==> config.mk <==
export PLATFORM = sky130hd
export DESIGN_NAME = mem_access_stage
export DESIGN_NICKNAME = d
export VERILOG_FILES = /design/src/rtl/mips_pkg.sv /design/src/rtl/mem_access_stage_load_align.sv /design/src/rtl/mem_access_stage.sv
export SDC_FILE = /design/constraint.sdc
export NUM_CORES = 1
export LEC_CHECK = 0
export ABC_CLOCK_PERIOD_IN_PS = 2450
export BUFFER_PORTS_ARGS = -buffer_cell sky130_fd_sc_hd__buf_2
export CORE_AREA = 2 2 99 101
export DETAILED_ROUTE_END_ITERATION = 8
export DIE_AREA = 0 0 101 103
export PLACE_DENSITY_LB_ADDON = 0.1
export SLEW_MARGIN = 0
export SYNTH_ARGS = -nofsm -noshare
export SYNTH_HDL_FRONTEND = slang
export SYNTH_SLANG_ARGS = --single-unit
==> constraint.sdc <==
create_clock -name clk -period 2.45 [get_ports clk]
set_input_delay 0.735 -clock clk [delete_from_list [all_inputs] [get_ports clk]]
set_output_delay 0.735 -clock clk [all_outputs]
set_load 0.05 [all_outputs]
==> src/rtl/mips_pkg.sv <==
// Shared MEM-stage types: access size codes, load lane bundle and FSM encoding.
// Imported by the MEM stage and its load alignment helper.
package mips_pkg;

    localparam logic [1:0] MEM_BYTE = 2'b00;
    localparam logic [1:0] MEM_HALF = 2'b01;
    localparam logic [1:0] MEM_WORD = 2'b10;

    typedef enum logic [1:0] {
        IDLE   = 2'b00,
        REQ    = 2'b01,
        WAIT_R = 2'b10
    } mem_state_t;

    typedef struct packed {
        logic [1:0] lane;
        logic [1:0] size;
        logic       is_unsigned;
    } load_lane_t;

    function automatic logic is_misaligned(
        input logic [1:0] size,
        input logic [1:0] addr_lo
    );
        logic bad;
        bad = 1'b0;
        unique case (1'b1)
            (size == MEM_BYTE): bad = 1'b0;
            (size == MEM_HALF): bad = addr_lo[0];
            default:            bad = (addr_lo != 2'b00);
        endcase
        return bad;
    endfunction

    function automatic logic [3:0] store_be(
        input logic [1:0] size,
        input logic [1:0] addr_lo
    );
        logic [3:0] be;
        be = 4'b1111;
        unique case (1'b1)
            (size == MEM_BYTE): be = 4'b0001 << addr_lo;
            (size == MEM_HALF): be = addr_lo[1] ? 4'b1100 : 4'b0011;
            default:            be = 4'b1111;
        endcase
        return be;
    endfunction

endpackage

==> src/rtl/mem_access_stage_load_align.sv <==
// Load data alignment: picks the addressed byte/half from a read word
// and sign- or zero-extends it to 32 bits.
module load_align
    import mips_pkg::*;
(
    input  logic [31:0] rdata,
    input  logic [1:0]  lane,
    input  logic [1:0]  size,
    input  logic        is_unsigned,
    output logic [31:0] data
);

    logic [31:0] shifted;
    logic [7:0]  byte_sel;
    logic [15:0] half_sel;

    always_comb begin
        shifted  = rdata >> {lane, 3'b000};
        byte_sel = shifted[7:0];
        half_sel = lane[1] ? rdata[31:16] : rdata[15:0];
        data     = rdata;
        unique case (1'b1)
            (size == MEM_BYTE):
                data = {{24{~is_unsigned & byte_sel[7]}}, byte_sel};
            (size == MEM_HALF):
                data = {{16{~is_unsigned & half_sel[15]}}, half_sel};
            default:
                data = rdata;
        endcase
    end

endmodule

==> src/rtl/mem_access_stage.sv <==
// MEM stage: drives the data memory req/gnt/rvalid port, stalls upstream
// until each access completes and presents write-back operands to MEM_WB.
module mem_access_stage
    import mips_pkg::*;
#(
    parameter int n = 32
) (
    input  logic         clk,
    input  logic         reset_in,
    input  logic         Reg_Write_in,
    input  logic         MemtoReg_in,
    input  logic         MemRead_in,
    input  logic         MemWrite_in,
    input  logic [1:0]   mem_size_in,
    input  logic         mem_unsigned_in,
    input  logic [n-1:0] ALU_Output_in,
    input  logic [n-1:0] write_data_in,
    input  logic [4:0]   EX_MEM_Rd_in,
    output logic         dmem_req,
    output logic         dmem_we,
    output logic [n-1:0] dmem_addr,
    output logic [3:0]   dmem_be,
    output logic [n-1:0] dmem_wdata,
    input  logic         dmem_gnt,
    input  logic         dmem_rvalid,
    input  logic [n-1:0] dmem_rdata,
    output logic         stall_out,
    output logic         misaligned_out,
    output logic         Reg_Write_out,
    output logic         MemtoReg_out,
    output logic [n-1:0] data_memory_output_out,
    output logic [n-1:0] ALU_Output_to_MUX_out,
    output logic [4:0]   MEM_WB_Rd_in_out
);

    mem_state_t state, state_next;
    load_lane_t lane_q;
    logic       lane_load;
    logic       mem_op;
    logic       misaligned;
    logic       completing;
    logic [n-1:0] aligned;

    assign mem_op     = MemRead_in | MemWrite_in;
    assign misaligned = mem_op & is_misaligned(mem_size_in, ALU_Output_in[1:0]);

    always_ff @(posedge clk) begin
        if (reset_in) begin
            state  <= IDLE;
            lane_q <= '0;
        end else begin
            state <= state_next;
            if (lane_load) begin
                lane_q.lane        <= ALU_Output_in[1:0];
                lane_q.size        <= mem_size_in;
                lane_q.is_unsigned <= mem_unsigned_in;
            end
        end
    end

    always_comb begin
        state_next     = state;
        dmem_req       = 1'b0;
        stall_out      = 1'b0;
        misaligned_out = 1'b0;
        lane_load      = 1'b0;
        completing     = 1'b0;
        unique case (state)
            IDLE, REQ: begin
                if (misaligned) begin
                    misaligned_out = 1'b1;
                    state_next     = IDLE;
                end else if (mem_op) begin
                    dmem_req = 1'b1;
                    if (!dmem_gnt) begin
                        state_next = REQ;
                        stall_out  = 1'b1;
                    end else if (MemWrite_in) begin
                        state_next = IDLE;
                    end else begin
                        state_next = WAIT_R;
                        stall_out  = 1'b1;
                        lane_load  = 1'b1;
                    end
                end
            end
            WAIT_R: begin
                if (dmem_rvalid) begin
                    completing = 1'b1;
                    state_next = IDLE;
                end else begin
                    stall_out = 1'b1;
                end
            end
            default: state_next = IDLE;
        endcase
        // Reset dominates: drop any request and keep MEM_WB quiet.
        if (reset_in) begin
            dmem_req       = 1'b0;
            stall_out      = 1'b0;
            misaligned_out = 1'b0;
            lane_load      = 1'b0;
            completing     = 1'b0;
        end
    end

    assign dmem_we   = MemWrite_in;
    assign dmem_addr = {ALU_Output_in[n-1:2], 2'b00};
    assign dmem_be   = MemWrite_in
                     ? store_be(mem_size_in, ALU_Output_in[1:0])
                     : 4'b1111;

    always_comb begin
        dmem_wdata = write_data_in;
        unique case (1'b1)
            (mem_size_in == MEM_BYTE): dmem_wdata = {4{write_data_in[7:0]}};
            (mem_size_in == MEM_HALF): dmem_wdata = {2{write_data_in[15:0]}};
            default:                   dmem_wdata = write_data_in;
        endcase
    end

    load_align u_load_align (
        .rdata       (dmem_rdata),
        .lane        (lane_q.lane),
        .size        (lane_q.size),
        .is_unsigned (lane_q.is_unsigned),
        .data        (aligned)
    );

    assign Reg_Write_out = Reg_Write_in & ~stall_out
                         & ~misaligned_out & ~reset_in;
    assign MemtoReg_out           = MemtoReg_in;
    assign ALU_Output_to_MUX_out  = ALU_Output_in;
    assign MEM_WB_Rd_in_out       = EX_MEM_Rd_in;
    assign data_memory_output_out = completing ? aligned : '0;

endmodule

Word level (Yosys, flattened, before mapping)

Cells that the tools add are included.

Input bits: 112
Logic and storage cells: 65
Register bits after elaboration: 7

Muxes and demuxes: 36
Shifts and indexed selects: 2
Reductions and logical operators: 6
Bitwise logic cells: 11
Equal/unequal tests: 6

Operators by type and width:

| cell                                            | count |
|---|---|
| case mux 32 bit (2 select lines)                | 2 |
| 2-to-1 mux 32 bit                               | 1 |
| >> shifter 32 x 5 -> 8 bit                      | 1 |
| 2-to-1 mux 1 bit                                | 21 |
| 2-to-1 mux 16 bit                               | 1 |
| 2-to-1 mux 2 bit                                | 5 |
| 2-to-1 mux 4 bit                                | 2 |
| case mux 4 bit (2 select lines)                 | 1 |
| bitwise AND 1 bit                               | 6 |
| == test 2 x 1 -> 1 bit, second input constant   | 3 |
| zero test 2 bit                                 | 3 |
| NOT 1 bit                                       | 4 |
| case mux 1 bit (2 select lines)                 | 2 |
| case mux 2 bit (2 select lines)                 | 1 |
| << shifter 1 x 2 -> 4 bit, first input constant | 1 |
| != test 3 bit, second input constant            | 1 |
| == test 2 bit, second input constant            | 1 |
| != test 2 bit, second input constant            | 1 |
| AND reduction 2 bit                             | 1 |
| nonzero test 2 bit                              | 1 |
| OR reduction 2 bit                              | 1 |
| bitwise OR 1 bit                                | 1 |

Longest topological paths before layout

Word-level depth: 10
Mapped depth: 6

Cells and area by module

A second synthesis with hierarchy kept.

Cells, all modules: 335
Area, all modules: 2,486.1 um^2

By module, submodules not included:

| module           | seq. area each (um^2) | times used | cells an instance | area an instance (um^2) |
|---|---|---|---|---|
| mem_access_stage | 140.1                 | 1          | 213               | 1,644.1 |
| load_align       | 0.0                   | 1          | 122               | 842.1 |

Worst setup path before layout

No wires, ideal clock.

Path type: input-to-output
From: input mem_size_in[1]
To: output Reg_Write_out
Required time: 1,715 ps
Slack: -1,251 ps
Data arrival time: 2,966 ps
Stages on the path: 5
Cell sequence: buf_2 -> nor2_4 -> or2_2 -> a21oi_1 -> nor4b_1

Word-level cells in the longest chain between the ends: 10

Ends and longest elaborated chain:

| item                                                      | RTL line                       | source |
|---|---|---|
| from (decl)                                               | mem_access_stage.sv:14         | `input logic [1:0] mem_size_in,` |
| == test 2 x 1 -> 1 bit or zero test 2 bit (tied branches) | mips_pkg.sv:29, mips_pkg.sv:28 |  |
| case mux 1 bit (2 select lines) *                         | mips_pkg.sv:27                 | `unique case (1'b1)` |
| bitwise AND 1 bit *                                       | mem_access_stage.sv:45         | `assign misaligned = mem_op & is_misaligned(mem_size_in, ALU_Output_in[1:0]);` |
| 2-to-1 mux 1 bit                                          | mem_access_stage.sv:70         | `if (misaligned) begin` |
| case mux 1 bit (2 select lines)                           | mem_access_stage.sv:68         | `unique case (state)` |
| 2-to-1 mux 1 bit                                          | mem_access_stage.sv:98         | `if (reset_in) begin` |
| NOT 1 bit                                                 | mem_access_stage.sv:130        | `assign Reg_Write_out = Reg_Write_in & ~stall_out` |
| bitwise AND 1 bit                                         | mem_access_stage.sv:130        |  |
| bitwise AND 1 bit * (2 in series)                         | mem_access_stage.sv:131        | `& ~misaligned_out & ~reset_in;` |
| to (decl)                                                 | mem_access_stage.sv:29         | `output logic Reg_Write_out,` |

Every way passes the cells marked *; elsewhere a longest branch is shown, timed or not.

Worst setup path after layout

From: input dmem_rdata[15]
To: output data_memory_output_out[28]

Word-level cells in the longest chain between the ends: 4

Ends and longest elaborated chain:

| item                                                            | RTL line                                                             | source |
|---|---|---|
| from (decl)                                                     | mem_access_stage.sv:26                                               | `input logic [n-1:0] dmem_rdata,` |
| >> shifter 32 x 5 -> 8 bit or 2-to-1 mux 16 bit (tied branches) | mem_access_stage_load_align.sv:18, mem_access_stage_load_align.sv:20 |  |
| bitwise AND 1 bit (on tied branches)                            | mem_access_stage_load_align.sv:24, mem_access_stage_load_align.sv:26 |  |
| case mux 32 bit (2 select lines) *                              | mem_access_stage_load_align.sv:22                                    | `unique case (1'b1)` |
| 2-to-1 mux 32 bit *                                             | mem_access_stage.sv:135                                              | `assign data_memory_output_out = completing ? aligned : '0;` |
| to (decl)                                                       | mem_access_stage.sv:31                                               | `output logic [n-1:0] data_memory_output_out,` |

Marks and branches as above.

==> flow_summary_export.csv <==
group,metric,value,unit
finish,fin_nets,543,
detailed_routing,routed_wl,7.62,mm
power_and_ir_drop,ir_worst_vdd,0.167,mV
run_status,violations,"setup timing",
detailed_routing,wire_per_inst,14.0,um
floorplan,die_w,101,um
place,place_inst,521,
clocking,cts_buffer_depth,2,
setup_path,critical_path.max_fanout,8,
clocking,h-tree-depth,1,
clocking,cts_buffers,3,
yosys,syn_area,2030,sq um
timing,setup_viol_count_final,30,
yosys,seq_area_frac_synth,6.90,%
yosys,yosys_warnings,0,
setup_path,crit_path_end_kind,"primary output",
finish,final_area,3940,sq um
finish,final.fill_count,987,
place,dp_hpwl,6.00,mm
min_path,hold_path_end,"state[0]$_SDFFE_PP0P_",
setup_path,r2r-end,"lane_q[0]$_SDFFE_PP0P_",
power_and_ir_drop,comb_power_share,71.2,%
detailed_routing,routed-wl-met2,3.84,mm
clocking,clkLatencyLatePin,220,ps
detailed_routing,wl_met1,3.10,mm
detailed_routing,first_pass_iters,5,
setup_path,start_kind,"input port",
detailed_routing,top_layer,"met4",
yosys,ys_async_sr_fraction,0,%
timing,fin_worst_skew,1.85,ps
power_and_ir_drop,p_per_area,243,nW/um^2
min_path,whs_path_depth,2,
setup_path,reg2reg_from,"state[1]$_SDFFE_PP0P_",
yosys,synth_edf_count,0,
finish,seq_area,141,sq um
finish,area_delta_synth_final,94.1,%
timing,rsz0062_at_grt,"true",
detailed_routing,drtIter0Drc,49,
timing,hold_viol,0,
power_and_ir_drop,leakage,1.95,nW
place,dp_slack,-376,ps
yosys,ys.flop_type,"dfxtp_1",
timing,fin_crit,2770,ps
yosys,yosysTopAreaCell,"buf_4",
yosys,yosys.cell_types.count,37,
power_and_ir_drop,p_int,523,uW
setup_path,r2r_setup_slack,1210,ps
power_and_ir_drop,power.switching,436,uW
detailed_routing,met3_length,625,um
setup_path,required,1710,ps
power_and_ir_drop,swShare,45.5,%
place,gp_congestion,0.697,
clocking,clk_pin_slew_worst_paths,40,ps
place,placed_area,3060,sq um
floorplan,core,9460,sq um
clocking,cts_hold_buf,0,
detailed_routing,viasPerCell,4.44,
run_status,status,"finished, violations left",
timing,fmax,361,MHz
setup_path,worstSetupPathType,"in -> out",
setup_path,arrival,2040,ps
yosys,synthCells,291,
yosys,synth_top_area_share,29.2,%
finish,layout-drive-gt1-share,74.9,%
finish,diodes,0,
floorplan,die_y,103,um
timing,fin_setup_tns,-7570,ps
finish,multi_input_area,1660,sq um
floorplan,std_cell_rows,36,
min_path,min-delay-start,"state[0]$_SDFFE_PP0P_",
yosys,synthTopCellsByArea,"buf_4, mux2_2, nand2_1",
timing,post-route-period-util,113,%
global_route,grt_pass1_wl,11.8,mm
global_route,grt-ovfl-total,0,
power_and_ir_drop,seqPwrFrac,12.7,%
setup_path,ff2ff_path_depth,4,
global_route,grt_pass1_vias,2488,
yosys,synth_seq_cells,7,
finish,final_core_util,41.7,%
floorplan,die-area,10400,sq um
job,maxCapViolCount,0,
place,io_buffers,150,
global_route,grt_max_degree,26,
detailed_routing,ant_nets,0,
global_route,grt_use_total,14.0,%
floorplan,io_pins,255,
floorplan,initial_utilization,21.5,%
timing,drv_slew,0,
detailed_routing,drc,0,
power_and_ir_drop,pwr-share-clk,16.1,%
clocking,cts_root_buf,"clkbuf_8",
timing,layout_setup_ws,-323,ps
yosys,avgSynthCellArea,6.98,sq um
clocking,clkSinkCount,7,
min_path,hold_path_class,"reg -> reg",
detailed_routing,vias,2415,
finish,layout.cells.non_filler,544,
clocking,cts_tree,"done",
global_route,antenna_found_initial,0,
[placed cells by master (no fill, tap or decap), drive strengths merged]
master and instances:
nor2b 2, or2 1, nor4b 1, a21oi 5, nor3 2, nand2 55, nand3 2, nor2 20
a222oi 7, a221oi 9, a22o 1, nand2b 1, nand4bb 1, o31ai 1, conb 2, and2 1
and3 1, nor3b 2, o21ai 21, inv 14, o22ai 2, dfxtp 7, mux2 25, clkbuf 4
or3b 1, o2111ai 1, bufbuf 1, mux2i 13, buf 227
[critical path, cell delays in order]
cell and delay (ps):
buf_6 90, mux2_4 290, a22o_4 290, o21ai_4 240, buf_12 190, nand2_2 60, buf_6 150
[power groups by stage]
stage	combinational, mW	clock [mW]	sequential, mW
finish	0.683	0.155	0.122
global route	0.724	0.166	0.123
CTS	0.657	0.158	0.122
detailed placement	0.586	0	0.123
global placement	0.585	0	0.123
floorplan	0.676	0	0.122
[synthesized netlist by cell type, types with 2 or more instances]
library cell / n
a21oi_1: 4
nor2b_1: 2
a222oi_1: 7
nor2_1: 18
mux2i_1: 13
nand2_1: 55
buf_6: 2
o21ai_0: 20
buf_4: 79
dfxtp_1: 7
nand3_1: 2
nor3_1: 2
clkbuf_1: 10
inv_1: 14
buf_2: 2
o22ai_1: 2
mux2_2: 24
a221oi_1: 9
[repair_timing]
item / 4_1_cts / 5_1_grt
gates cloned: 4 / 0
endpoints found under the setup margin: 56 / 45
pin swaps: 18 / 6
resized for setup: 141 / 39
buffers inserted: 13 / 4
[per-stage QoR]
stage,hold WS [ps],power (mW)
after global routing,575,1.01
after global placement,494,0.708
after detailed placement,499,0.709
after floorplan,468,0.798
final,509,0.960
after CTS,506,0.937
[state kept, by name, indices dropped and copies added, names as in the netlist]
signal and flops:
lane_q 5, state 2
[area by class of cell]
class	count	area share, %
clock buffers	4	1.14
inverters	14	1.33
multi-input cells	177	42.1
flip-flops and latches	7	3.59
well taps	114	3.62
repair buffers	228	48.2
[worst max path at each step]
stage	from	endpoint	slack, ps	depth (start not counted)
after floorplan	mem_size_in[1]	Reg_Write_out	-280	5
after global placement	dmem_rdata[15]	data_memory_output_out[19]	-360	7
after detailed placement	dmem_rdata[15]	data_memory_output_out[25]	-380	7
after CTS	dmem_rdata[15]	data_memory_output_out[30]	-330	7
after global routing	dmem_rdata[15]	data_memory_output_out[22]	-360	7
final	dmem_rdata[15]	data_memory_output_out[28]	-320	7
[layer usage]
| metal | global-route usage, % | vias up |
|---|---|---|
| met2 | 26.7 | 120 |
| met1 | 16.4 | 1090 |
| li1 | - | 1196 |
| met5 | 0 | - |
| met3 | 3.12 | 9 |
| met4 | 1.56 | 0 |
[cell families after synthesis]
| group | count (synthesis) | synth area share [%] |
|---|---|---|
| buffers and inverters | 108 | 35.4 |
| and+or+nand+nor | 90 | 19.6 |
| other | 1 | 0.185 |
| DFF | 7 | 6.90 |
| muxes | 38 | 20.5 |
| AOI/OAI and AO/OA | 47 | 17.4 |
No activity file was read; power rests on OpenSTA's default activity.
